$ cat src/rtl/adder_accumulator_if.sv
// Handshake and result bundle between the accumulator and its producer/consumer.
interface adder_accumulator_if #(
  parameter int unsigned WIDTH = 8
);
  logic             start;
  logic             in_valid;
  logic [WIDTH-1:0] in_data;
  logic             in_ready;
  logic             out_valid;
  logic             out_ready;
  logic [WIDTH-1:0] out_sum;
  logic             out_ovf;
  logic             busy;

  modport master (
    output start, in_valid, in_data, out_ready,
    input  in_ready, out_valid, out_sum, out_ovf, busy
  );

  modport slave (
    input  start, in_valid, in_data, out_ready,
    output in_ready, out_valid, out_sum, out_ovf, busy
  );
endinterface

$ cat src/rtl/adder_accumulator.sv
// Sums N_TERMS handshaked terms modulo 2^WIDTH with a sticky carry flag,
// then holds the result until the consumer accepts it.
module adder_accumulator #(
  parameter int unsigned WIDTH   = 8,
  parameter int unsigned N_TERMS = 4
) (
  input  logic               clk,
  input  logic               rst,
  adder_accumulator_if.slave bus
);

  localparam int unsigned CW = $clog2(N_TERMS + 1);

  typedef enum logic [1:0] {IDLE, ACCUM, DONE} state_t;

  state_t           state;
  logic [WIDTH-1:0] acc;
  logic             ovf;
  logic [CW-1:0]    cnt;
  logic             in_ready_q;
  logic             out_valid_q;
  logic             busy_q;
  logic [WIDTH:0]   sum_c;

  // Extra bit captures the carry-out of this transfer's addition.
  assign sum_c = {1'b0, acc} + {1'b0, bus.in_data};

  always_ff @(posedge clk or posedge rst) begin
    if (rst) begin
      state       <= IDLE;
      acc         <= '0;
      ovf         <= 1'b0;
      cnt         <= '0;
      in_ready_q  <= 1'b0;
      out_valid_q <= 1'b0;
      busy_q      <= 1'b0;
    end else begin
      case (state)
        IDLE: begin
          if (bus.start) begin
            acc        <= '0;
            ovf        <= 1'b0;
            cnt        <= '0;
            state      <= ACCUM;
            in_ready_q <= 1'b1;
            busy_q     <= 1'b1;
          end
        end
        ACCUM: begin
          if (bus.in_valid) begin
            acc <= sum_c[WIDTH-1:0];
            ovf <= ovf | sum_c[WIDTH];
            cnt <= cnt + CW'(1);
            // Final term: result becomes visible on the very next cycle.
            if (cnt == CW'(N_TERMS - 1)) begin
              state       <= DONE;
              in_ready_q  <= 1'b0;
              out_valid_q <= 1'b1;
            end
          end
        end
        DONE: begin
          if (bus.out_ready) begin
            out_valid_q <= 1'b0;
            if (bus.start) begin
              acc        <= '0;
              ovf        <= 1'b0;
              cnt        <= '0;
              state      <= ACCUM;
              in_ready_q <= 1'b1;
            end else begin
              state  <= IDLE;
              busy_q <= 1'b0;
            end
          end
        end
        default: begin
          state       <= IDLE;
          in_ready_q  <= 1'b0;
          out_valid_q <= 1'b0;
          busy_q      <= 1'b0;
        end
      endcase
    end
  end

  assign bus.in_ready  = in_ready_q;
  assign bus.out_valid = out_valid_q;
  assign bus.busy      = busy_q;
  assign bus.out_sum   = acc;
  assign bus.out_ovf   = ovf;

endmodule

$ cat src/flat_wrapper.sv
// flat-port wrapper written by rule: the top's interface ports become plain ports
module adder_accumulator_flat 
#(
  parameter int unsigned WIDTH   = 8,
  parameter int unsigned N_TERMS = 4
)
  (clk, rst, bus_start, bus_in_valid, bus_in_data, bus_out_ready, bus_in_ready, bus_out_valid, bus_out_sum, bus_out_ovf, bus_busy);
  adder_accumulator_if #(.WIDTH(WIDTH)) bus_i ();
  input  logic clk;
  input  logic rst;
  input wire logic [$bits(bus_i.start)-1:0] bus_start;
  input wire logic [$bits(bus_i.in_valid)-1:0] bus_in_valid;
  input wire logic [$bits(bus_i.in_data)-1:0] bus_in_data;
  input wire logic [$bits(bus_i.out_ready)-1:0] bus_out_ready;
  output wire logic [$bits(bus_i.in_ready)-1:0] bus_in_ready;
  output wire logic [$bits(bus_i.out_valid)-1:0] bus_out_valid;
  output wire logic [$bits(bus_i.out_sum)-1:0] bus_out_sum;
  output wire logic [$bits(bus_i.out_ovf)-1:0] bus_out_ovf;
  output wire logic [$bits(bus_i.busy)-1:0] bus_busy;
  assign bus_i.start = bus_start;
  assign bus_i.in_valid = bus_in_valid;
  assign bus_i.in_data = bus_in_data;
  assign bus_i.out_ready = bus_out_ready;
  assign bus_in_ready = bus_i.in_ready;
  assign bus_out_valid = bus_i.out_valid;
  assign bus_out_sum = bus_i.out_sum;
  assign bus_out_ovf = bus_i.out_ovf;
  assign bus_busy = bus_i.busy;
  adder_accumulator #(.WIDTH(WIDTH), .N_TERMS(N_TERMS)) u_core (.clk(clk), .rst(rst), .bus(bus_i));
endmodule
$ cat config.mk
export PLATFORM = sky130hd
export DESIGN_NAME = adder_accumulator_flat
export DESIGN_NICKNAME = d
export VERILOG_FILES = /design/src/rtl/adder_accumulator_if.sv /design/src/rtl/adder_accumulator.sv /design/src/flat_wrapper.sv
export SDC_FILE = /design/constraint.sdc
export NUM_CORES = 1
export LEC_CHECK = 0
export CAP_MARGIN = 20
export CORE_MARGIN = 3
export CORE_UTILIZATION = 43
export DETAILED_ROUTE_END_ITERATION = 8
export PLACE_DENSITY = 0.8
export SYNTH_ARGS = -nofsm -noshare
export SYNTH_HDL_FRONTEND = slang
export SYNTH_SLANG_ARGS = --single-unit
$ cat constraint.sdc
create_clock -name clk -period 1.65 [get_ports clk]
set_clock_uncertainty 0.05 [all_clocks]
set_input_delay 0.33 -clock clk [delete_from_list [all_inputs] [get_ports clk]]
set_output_delay 0.33 -clock clk [all_outputs]
set_load 0.01 [all_outputs]
==> flow_summary.toml <==
[grt]
grt_pass1_vias = 982
grt_pass1_wl_um = 4347
grt_max_degree = 12
grt_use_total_pct = 20.52
antenna_found_initial = 0
gr-total-overflow = 0

[clocking]
clock-sinks = 17
clock_latency_ns = 0.31
cts.clk_slew.worst_paths_ns = 0.11
cts_root_buf = "clkbuf_4"
cts_tree = "built"
clk_path_buf_depth = 2
ctsHoldBuffers = 0
htree_levels = 1
cts_buffers = 3

[finish]
drive_above_1_share_pct = 29.94
final_core_util_pct = 72.94
area_growth_pct = 58.59
most-common-layout-cells = "buf_4, nand2_1, dfrtp_1"
layout_commonest_cell = "buf_4"
nets = 182
diodes = 0

[timing]
max-slew-margin-rel_pct = 75.94
finalCritPeriodShare_pct = 109.9
layout_min_cycle_time_ns = 1.813
slew_violations = 0
worst-slew-pin-transition_ns = 0.3602
hold_viol_final = 0
setup_viol = 3
rsz0062_at_grt = "true"
fmax_mhz = 551.5
final.setup.worst_slack_ns = -0.1632

[pwr]
comb_power_share_pct = 64.5
seq_power_share_pct = 26.8
p_sw_share_pct = 40.62
switching_power_uw = 1165
ir_worst_vdd_v = 0.001238
power.internal_uw = 1703
power.density_nw_per_um2 = 1760
p_clk_share_pct = 8.7
p_leak_uw = 0.0008053
fin_total_pwr_uw = 2868

[floorplan]
pin_count = 25
dieArea_sq_um = 3011
initial_core_util_pct = 45.99
placeableCoreArea_sq_um = 2233
rows = 17
die_x_um = 54.88
die_y_um = 54.88

[yosys]
synth_area_leaders = "dfrtp_1, ha_1, nand2_1, o21ai_0, a21oi_1"
yosysTopAreaCellShare_pct = 41.41
syn_area_sq_um = 1027
synth_cell_types = 34
async_flop_share_pct = 100.0
synth_top_area_cell = "dfrtp_1"
syn_inst = 106
synth_area_per_cell_sq_um = 9.691
yosys_register_bits = 17
ys_seq_area_share_pct = 41.41
syn_nets = 130
yosys_warnings = 0
synth_top_flop_cell = "dfrtp_1"
synth_edf_count = 0

[drt]
wl_met2_um = 1422
drc = 0
routed_wl_um = 2804
viasPerCell = 5.373
post_drt_wl_per_cell_um = 15.16
ant_nets = 0
wl_met1_um = 1211
vias = 994
drt_pass1_iterations = 4
dr_wl_met3_um = 125
top_layer_used = "met4"
drtIter0Drc = 25

[placed_design]
io_buffers = 24
routabilityCongestion = 0.9286
hpwl_um = 2003

[setup_path]
worstPathCellList = "ha_2 -> fa_2 -> a21o_1 -> a221oi_4 -> xnor2_2 -> o21ai_2"
end_kind = "flip-flop"
slowest_stage = "dfrtp_1"
crit_type = "flip-flop to flip-flop"
critPathMaxStageDelay_ns = 0.41
arrival_ns = 1.97
path_max_fanout = 2
critPathLaunchType = "flip-flop"
crit_required_ns = 1.81

[status]
violations = "negative setup slack"
status = "finished, violations left"

[flow_run]
cap_violations = 0

[min_path]
hp-class = "input pin to asynchronous set/reset pin"
synthesized netlist by cell type, drive strengths merged (2+ instances only):
cell type / number
o21ai: 11
nand3: 3
ha: 10
xnor2: 2
nor2: 3
a22o: 3
o31ai: 3
o211ai: 3
buf: 2
nand2: 16
dfrtp: 17
inv: 6
nor2b: 2
a21oi: 8
a21o: 2
layout make-up:
cell class | instances | area (sq um)
multi-input combinational | 81 | 678.2
clock buffer | 3 | 22.52
sequential | 17 | 426.7
clock inverter | 1 | 7.507
tap | 28 | 35.03
inverter | 6 | 22.52
fill | 153 | 604.3
timing repair buffer | 49 | 436.7
critical path, delay by kind of cell (launching register included):
| kind | cells | cell delay, ns |
|---|---|---|
| XOR/XNOR | 1 | 0.16 |
| adder cells (fa/ha/maj) | 2 | 0.53 |
| flip-flops | 1 | 0.41 |
| AO/OA/AOI/OAI | 3 | 0.55 |
power groups by stage:
stage	clock network, uW	logic [uW]	registers [uW]
6_report	250	1850	768
5_1_grt	272	2030	793
4_1_cts	259	1620	744
3_5_place_dp	0	1600	750
3_3_place_gp	0	1540	737
2_1_floorplan	0	808	799
path summary, 6_finish.rpt:
kind / startpoint / end / slack (ns) / depth (start not counted)
worst max-delay path: u_core.bus.out_sum[0]$_DFFE_PP0P_ / u_core.bus.out_sum[6]$_DFFE_PP0P_ / -0.16 / 6
worst min-delay path: rst / u_core.bus.out_sum[0]$_DFFE_PP0P_ / 0.26 / 3
min in group clk: u_core.cnt[2]$_DFFE_PP0P_ / u_core.cnt[2]$_DFFE_PP0P_ / 0.46 / 2
max in group asynchronous: rst / u_core.bus.out_sum[6]$_DFFE_PP0P_ / 1.14 / 3
worst min register to register: u_core.cnt[2]$_DFFE_PP0P_ / u_core.cnt[2]$_DFFE_PP0P_ / 0.46 / 2
worst max register to register: u_core.bus.out_sum[0]$_DFFE_PP0P_ / u_core.bus.out_sum[6]$_DFFE_PP0P_ / -0.16 / 6
kinds of logic after synthesis:
kind of cell	Yosys count	synth area share (%)
AOI/OAI and AO/OA	34	22.78
and+or+nand+nor	32	14.74
DFF	17	41.41
adders and majority gates	11	14.13
buffers and inverters	8	3.410
xor gates and xnor gates	3	2.558
muxes	1	0.9745
routing by layer:
| layer | vias up | GRT usage (%) |
|---|---|---|
| met2 | 25 | 34.06 |
| met4 | 0 | 8.299 |
| met1 | 474 | 26.78 |
| li1 | 490 | - |
| met3 | 5 | 2.452 |
| met5 | - | 0 |
flip-flops by register name, summed over array words and instances, names as in the netlist:
name and flops:
u_core.bus.out_valid 1, u_core.bus.in_ready 1, u_core.bus.out_ovf 1, u_core.bus.busy 1, u_core.bus.out_sum 8, u_core.cnt 3, u_core.state 2
timing repair:
item	in CTS	in global routing
gates cloned	0	0
resized for setup	10	21
setup endpoints to repair	12	10
pin swaps	4	6
setup buffers	4	1
per-stage QoR:
step	std cells	worst slack, ns	instance area (sq um)	hold WS, ns	TNS, ns
6_report	185	-0.1632	1629	0.2579	-0.4683
5_1_grt	185	-0.2409	1629	0.2931	-0.7633
4_1_cts	184	-0.1633	1505	0.2511	-0.5459
3_5_place_dp	176	-0.5217	1445	0.4247	-3.240
3_3_place_gp	176	-0.4773	1445	0.4102	-2.764
2_1_floorplan	106	-0.1156	1032	0.2061	-0.2301
No activity file was read; power rests on OpenSTA's default activity.
